[src/rtl/fetch_pkg.sv]
// Shared definitions for the instruction fetch sequencer: FSM state
// encoding, the program-counter step and the default halt encoding.
package fetch_pkg;

   // FAULT is only ever entered when the fault check is compiled in.
   typedef enum logic [1:0] {
      IDLE  = 2'd0,
      RUN   = 2'd1,
      HALT  = 2'd2,
      FAULT = 2'd3
   } fetch_state_e;

   localparam logic [31:0] PC_STEP           = 32'd4;
   localparam logic [31:0] DEFAULT_HALT_WORD = 32'hFFFF_FFFF;

endpackage

[src/rtl/fetch_out_stage.sv]
// One-entry valid/ready output register holding the fetched word and the
// address it came from. Flush beats load, and load beats consume, so a
// simultaneous consume and load keeps the stage full with the new word.
module fetch_out_stage (
   input  logic        clk,
   input  logic        reset,
   input  logic        load,
   input  logic        consume,
   input  logic        flush,
   input  logic [31:0] load_instr,
   input  logic [31:0] load_pc,
   output logic [31:0] instr,
   output logic [31:0] instr_pc,
   output logic        instr_valid
);

   logic [31:0] instr_q;
   logic [31:0] instr_d;
   logic [31:0] instr_pc_q;
   logic [31:0] instr_pc_d;
   logic        valid_q;
   logic        valid_d;

   // Next contents of the slot: flush drops it, load refills it, consume empties it.
   always_comb begin
      instr_d    = instr_q;
      instr_pc_d = instr_pc_q;
      valid_d    = valid_q;
      if (flush) begin
         valid_d = 1'b0;
      end else if (load) begin
         instr_d    = load_instr;
         instr_pc_d = load_pc;
         valid_d    = 1'b1;
      end else if (consume) begin
         valid_d = 1'b0;
      end
   end

   // Slot registers with synchronous reset to an empty, zeroed entry.
   always_ff @(posedge clk) begin
      if (reset) begin
         instr_q    <= 32'd0;
         instr_pc_q <= 32'd0;
         valid_q    <= 1'b0;
      end else begin
         instr_q    <= instr_d;
         instr_pc_q <= instr_pc_d;
         valid_q    <= valid_d;
      end
   end

   assign instr       = instr_q;
   assign instr_pc    = instr_pc_q;
   assign instr_valid = valid_q;

endmodule

[src/rtl/fetch_sequencer.sv]
// Fetch sequencer: owns the program counter, addresses the combinational
// instruction memory and registers each word into a valid/ready stage.
// Optional build macro FETCH_FAULT_EN adds a misaligned/out-of-range PC
// check that parks the sequencer in FAULT until reset.
module fetch_sequencer
   import fetch_pkg::*;
#(
   parameter logic [31:0] RESET_PC  = 32'h0000_0000,
   parameter logic [31:0] HALT_WORD = DEFAULT_HALT_WORD,
   parameter int          MEM_BYTES = 64
) (
   input  logic        clk,
   input  logic        reset,
   input  logic        start,
   output logic [31:0] mem_address,
   input  logic [31:0] mem_data,
   output logic [31:0] instr,
   output logic [31:0] instr_pc,
   output logic        instr_valid,
   input  logic        instr_ready,
   input  logic        redirect_valid,
   input  logic [31:0] redirect_pc,
   output logic        halted,
   output logic        fault
);

   fetch_state_e state_q;
   fetch_state_e state_d;
   logic [31:0]  pc_q;
   logic [31:0]  pc_d;
   logic         load;
   logic         flush;
   logic         consume;
   logic         slot_free;
   logic         bad_pc;

   assign slot_free = !instr_valid || instr_ready;
   assign consume   = instr_valid && instr_ready;

`ifdef FETCH_FAULT_EN
   localparam logic [31:0] MEM_LIMIT = 32'(MEM_BYTES);

   // A PC is unusable if it is not word aligned or lies past the end of memory.
   always_comb begin
      bad_pc = (pc_q[1:0] != 2'b00) || (pc_q >= MEM_LIMIT);
   end
`else
   // Without the fault check every address is passed through; MEM_BYTES is unused.
   logic unused_mem_bytes;
   assign unused_mem_bytes = ^(32'(MEM_BYTES));
   assign bad_pc           = 1'b0;
`endif

   // Next-state, next-PC and output-stage control; redirect outranks everything.
   always_comb begin
      state_d = state_q;
      pc_d    = pc_q;
      load    = 1'b0;
      flush   = 1'b0;
      case (state_q)
         IDLE: begin
            if (redirect_valid) begin
               pc_d    = redirect_pc;
               flush   = 1'b1;
               state_d = RUN;
            end else if (start) begin
               state_d = RUN;
            end
         end
         RUN: begin
            if (redirect_valid) begin
               pc_d    = redirect_pc;
               flush   = 1'b1;
            end else if (slot_free) begin
               if (bad_pc) begin
`ifdef FETCH_FAULT_EN
                  state_d = FAULT;
`endif
               end else begin
                  load = 1'b1;
                  if (mem_data == HALT_WORD) begin
                     state_d = HALT;
                  end else begin
                     pc_d = pc_q + PC_STEP;
                  end
               end
            end
         end
         HALT: begin
            if (redirect_valid) begin
               pc_d    = redirect_pc;
               flush   = 1'b1;
               state_d = RUN;
            end
         end
`ifdef FETCH_FAULT_EN
         FAULT: begin
            state_d = FAULT;
         end
`endif
         default: begin
            state_d = IDLE;
         end
      endcase
   end

   // State and PC registers with synchronous reset.
   always_ff @(posedge clk) begin
      if (reset) begin
         state_q <= IDLE;
         pc_q    <= RESET_PC;
      end else begin
         state_q <= state_d;
         pc_q    <= pc_d;
      end
   end

   fetch_out_stage u_out_stage (
      .clk         (clk),
      .reset       (reset),
      .load        (load),
      .consume     (consume),
      .flush       (flush),
      .load_instr  (mem_data),
      .load_pc     (pc_q),
      .instr       (instr),
      .instr_pc    (instr_pc),
      .instr_valid (instr_valid)
   );

   assign mem_address = pc_q;
   assign halted      = (state_q == HALT);
`ifdef FETCH_FAULT_EN
   assign fault       = (state_q == FAULT);
`else
   assign fault       = 1'b0;
`endif

endmodule

[config.mk]
export PLATFORM = sky130hd
export DESIGN_NAME = fetch_sequencer
export DESIGN_NICKNAME = d
export VERILOG_FILES = /design/src/rtl/fetch_pkg.sv /design/src/rtl/fetch_out_stage.sv /design/src/rtl/fetch_sequencer.sv
export SDC_FILE = /design/constraint.sdc
export NUM_CORES = 1
export LEC_CHECK = 0
export CAP_MARGIN = 10
export CORE_UTILIZATION = 51
export CTS_CLUSTER_SIZE = 8
export DETAILED_ROUTE_END_ITERATION = 12
export GPL_ROUTABILITY_DRIVEN = 1
export GPL_TIMING_DRIVEN = 1
export PLACE_DENSITY = 0.95
export SETUP_SLACK_MARGIN = 0.1
export SYNTH_ARGS = -nofsm -noshare
export SYNTH_HDL_FRONTEND = slang
export SYNTH_HIERARCHICAL = 1
export SYNTH_SLANG_ARGS = --single-unit
[constraint.sdc]
create_clock -name clk -period 5.5 [get_ports clk]
set_clock_uncertainty 0.1 [all_clocks]
set_input_delay 1.1 -clock clk [delete_from_list [all_inputs] [get_ports clk]]
set_output_delay 1.1 -clock clk [all_outputs]
set_load 0.01 [all_outputs]
## Yosys cells after proc, flatten, opt, wreduce, memory -nomap -nowiden

Cells that the tools add are included.

- Flip-flop bits (word level): 99
- Bits of input ports: 69
- Output and inout port bits: 99
- Word-level logic and storage cells: 49

- Add/subtract/negate cells: 1
- Equality and inequality tests: 11
- Mux-type cells: 19
- Bitwise logic cells: 1
- Reduce and logical (&&, ||, !) cells: 12

Operators with widths:

| operator | number |
|---|---|
| $mux W32 | 4 |
| $pmux W32 S2 | 1 |
| $add A32 B3 Y32 const B | 1 |
| $eq A32 B32 Y1 const B | 1 |
| $mux W2 | 6 |
| $ne A3 B3 Y1 const B | 3 |
| $ne A2 B2 Y1 const B | 4 |
| $mux W1 | 7 |
| $pmux W2 S3 | 1 |
| $reduce_and A5 Y1 | 1 |
| $reduce_and A4 Y1 | 1 |
| $reduce_bool A2 Y1 | 2 |
| $reduce_or A2 Y1 | 2 |
| $reduce_or A3 Y1 | 1 |
| $eq A2 B1 Y1 const B | 1 |
| $eq A2 B2 Y1 const B | 1 |
| $logic_not A2 Y1 | 1 |
| $ne A2 B1 Y1 const B | 1 |
| $reduce_and A2 Y1 | 1 |
| $logic_and A1 B1 Y1 | 1 |
| $logic_not A1 Y1 | 1 |
| $logic_or A1 B1 Y1 | 1 |
| $not A1 Y1 | 1 |

## Depth between registers and ports, before layout

- Depth in word-level cells: 6
- Depth in mapped cells: 9
- Mapped depth without buffers: 6

## Hierarchy

Netlist, hierarchy kept.

By module, submodules not included:

| module | instances | cells each | area an instance (sq um) | sequential area each (sq um) |
|---|---|---|---|---|
| fetch_out_stage | 1 | 296 | 3032.9 | 1301.2 |
| fetch_sequencer | 1 | 312 | 2468.6 | 680.7 |

## Least setup slack after synthesis

No wires, ideal clock.

- Path type: in2reg
- Start: input port instr_ready
- End: register pc_q[26] (netlist: mem_address[26])
- Setup time: 134 ps
- Data arrival time: 2196 ps
- Required time: 5266 ps
- Setup slack: 3070 ps
- Cell stages on the path: 7
- Buffers on the path: 2
- Path through: nand2b_1 > a21oi_1 > a21o_1 > buf_2 > buf_2 > o311ai_0 > o31ai_1

- Longest elaborated chain between the ends: 3

RTL lines:

| element | line | RTL |
|---|---|---|
| start, declared | fetch_sequencer.sv:20 | `input logic instr_ready,` |
| $logic_or A1 B1 Y1 | fetch_sequencer.sv:37 | `assign slot_free = !instr_valid \|\| instr_ready;` |
| $ne A3 B3 Y1 (no line) | - |  |
| $reduce_and A4 Y1 (no line) | - |  |
| end signal, assigned | fetch_sequencer.sv:114 | `pc_q <= pc_d;` |
| end, declared | fetch_sequencer.sv:29 | `logic [31:0] pc_q;` |

No other way between the ends.
A chain may end at the register's enable or synchronous reset.

## Final worst setup path

- Start: input port redirect_valid
- End: register pc_q[23] (netlist: mem_address[23])

- Longest elaborated chain between the ends: 2
- Elaborated cells between the ends (all ways): 6
- Classes of those cells: eq/ne: 3; mux: 2; reduce/logical: 1

RTL lines:

| element | line | RTL |
|---|---|---|
| start, declared | fetch_sequencer.sv:21 | `input logic redirect_valid,` |
| $ne A3 B3 Y1 (no line) (tied with other cells) | - |  |
| $reduce_and A4 Y1 (no line) / $pmux W32 S2 (equally long branches) | - |  |

Several ways; a longest one is shown, not always the timed one.

==> results.yml <==
status:
  status: "finished clean"
drt:
  ant_nets: 0
  avgViaCountPerCell: 6.375
  route.detailed.drc: 0
  vias: 5540
  wl_per_cell_um: 18.87
  firstDrtPassIters: 5
  initialDrtViolationCount: 602
  drt-total-wl_mm: 16.40
clock_tree:
  htree_levels: 3
  cts.sink_count: 99
  cts_max_path_buffers: 2
  clock_latency_ns: 0.38
  cts_made_buffers: 9
  hold_buffers: 0
  clkTransAtPathRegs_ns: 0.11
  cts_resized: 0
  cts_root_buf: "clkbuf_8"
  cts_setup_buffers: 0
  cts_tree: "done"
synthesis:
  syn_area_um2: 5502
  synth_flop_cell: "dfxtp_1"
  syn_inst: 608
  ys_warn_count: 6
  ys_seq_area_share_pct: 36.02
  synth.distinct_cells: 59
  synth_edf_count: 0
  syn-mean-instance-area_um2: 9.049
  synthArstFlopShare_pct: 0
  synth_nets: 678
  ys_ff_latch: 99
worst_setup_path:
  cp_data_arrival_time_ns: 3.50
  crit_path_max_incr_delay_ns: 0.93
  slowest_stage: "nand2b_2"
  cp_top_family: "simple AND/OR/NAND/NOR gates"
  crit_fanout: 64
  cp-end-kind: "register"
  worstPathRequired_ns: 5.62
  crit_buf_inv: 1
  critPathKind: "in -> reg"
  crit_chain: "clkdlybuf4s50_1 -> nand2b_2 -> nor2_1 -> and3_1 -> a32oi_1 -> o32ai_1"
  worst_setup_path_start_kind: "primary input"
placement:
  gp_congestion: 0.9667
  dpl.hpwl_mm: 11.08
  port_buffers: 166
  dp_cells: 853
pwr:
  p_leak_nw: 2.420
  peakVddDrop_uv: 143.6
  power-per-cell-area_nw_per_um2: 224.0
cells_and_area:
  drive_gt1_share_pct: 5.593
  antennaDiodeCount: 0
  nNetsFinal: 798
  fill_cells: 761
  area_delta_synth_final_pct: 31.13
  multi_input_area_um2: 3109
  instances_no_fill: 869
  regArea_um2: 1982
floorplan:
  initial_utilization_pct: 53.05
  rows: 37
  die_y_um: 105.9
  io_pins: 168
  die-width_um: 105.9
  dieArea_um2: 11210
  core_um2: 10370
sta:
  fin_crit_ns: 3.374
  tightest_slew_ns: 1.149
  rsz0062_at_grt: "no"
  slew_headroom_pct: 23.37
  setup_tns_ns: 0
  setup-violations-final: 0
  period_share_pct: 61.35
  finalHoldViolCount: 0
  maxClockFrequency_mhz: 296.3
  slew_viol_final: 0
job:
  cap_violations: 0
grt:
  grt_max_degree: 142
  grt-ovfl-total: 0
  grt_pass1_vias: 5039
  grt_pass1_wl_mm: 25.40
  grt_antenna_before_repair: 0
  grt_use_total_pct: 28.30
worst_hold_path:
  hold_path_class: "reg -> reg"
==> sequential cells by signal, indices dropped and copies added (netlist names) <==
| name | cells |
|---|---|
| mem_address | 32 |
| u_out_stage/instr_valid | 1 |
| u_out_stage/instr | 32 |
| u_out_stage/instr_pc | 32 |
| state_q | 2 |
==> tightest hold or removal path: cells and delay by family, from the launching register on <==
family / cells / cell delay [ns]
AND/OR/NAND/NOR: 1 / 0.06
flip-flops: 1 / 0.32
AO/OA/AOI/OAI: 1 / 0.05
==> through the flow <==
step	hold WS [ns]	utilization (%)	worst slack [ns]	total power, W	area [um^2]
finish	0.3708	69.57	2.126	0.001616	7214
global placement	0.3502	67.42	1.853	0.001086	6992
CTS	0.3704	69.57	2.196	0.001615	7214
global route	0.3880	69.57	1.903	0.001673	7214
detailed placement	0.3534	67.42	1.778	0.001096	6992
floorplan	0.3856	-	3.070	0.0009566	5502
==> cells in the mapped netlist (all sizes together) (15+ instances only) <==
cell type	n	share of area, %
a21oi	21	2.0
buf	48	6.3
nor3	17	2.0
clkbuf	15	1.2
o21ai	67	6.1
nand4bb	64	13
nor2	21	1.6
nand2b	70	8.0
a31oi	17	1.9
dfxtp	99	36
nand4	16	2.4
nand2	35	2.4
==> report_power, final <==
group	switching [W]	leakage [nW]	internal [W]
Clock	0.000270	0.110	0.000260
Sequential	0.0000512	0.807	0.000748
Combinational	0.000131	1.50	0.000156
==> cells in the final DEF, fill, tap and decap left out, types with 4 or more instances in the layout <==
cell type	synthesis	layout
clkdlybuf4s50_1	0	165
dfxtp_1	99	99
nand2b_1	70	69
nand4bb_1	64	64
o21ai_1	64	64
nand2_1	35	35
a21oi_1	20	20
nor2_1	19	18
a31oi_1	17	17
nor3_1	15	15
nand4_1	14	14
o32ai_1	14	14
and3_1	9	9
clkbuf_8	1	9
o31ai_1	8	8
nor4_1	7	7
a211oi_1	7	7
inv_1	7	7
buf_4	9	7
a32oi_1	6	6
o311ai_0	6	6
nand3_1	5	5
a22oi_1	5	5
nand4b_1	4	4
==> per-layer routing <==
metal  track usage [%]  wire, um  vias to the layer above
li1                  -         -                     2529
met1             37.26      6950                     2597
met2             44.96      7470                      369
met3             6.061      1539                       45
met4             11.41       435                        0
met5                 0         0                        -
==> final cells by class <==
type	instances	area share [%]
clock inverters	7	1.370
flip-flops and latches	99	27.47
multi-input cells	439	43.10
repair buffers	172	23.62
inverters	7	0.3642
well taps	136	2.359
clock buffers	9	1.717
==> worst paths after layout <==
check	cells after the start	endpoint	startpoint	slack (ns)
hold reg to reg	2	u_out_stage/instr[17]	u_out_stage/instr[17]	0.37
setup reg to reg	7	u_out_stage/instr_pc[28]	state_q[0]	2.76
setup / recovery	6	mem_address[23]	redirect_valid	2.13
hold / removal	2	u_out_stage/instr[17]	u_out_stage/instr[17]	0.37
==> cell families after synthesis <==
logic type               after synthesis  share of synthesized area, %
adder cells (fa/ha/maj)                1                        0.2274
flip-flops                            99                         36.02
AND/OR/NAND/NOR                      266                         35.59
other                                  1                       0.06816
buffers and inverters                 70                         7.983
AO/OA/AOI/OAI                        169                         19.74
multiplexers                           2                        0.3639
Note: power is estimated with default switching activity, not from simulation.
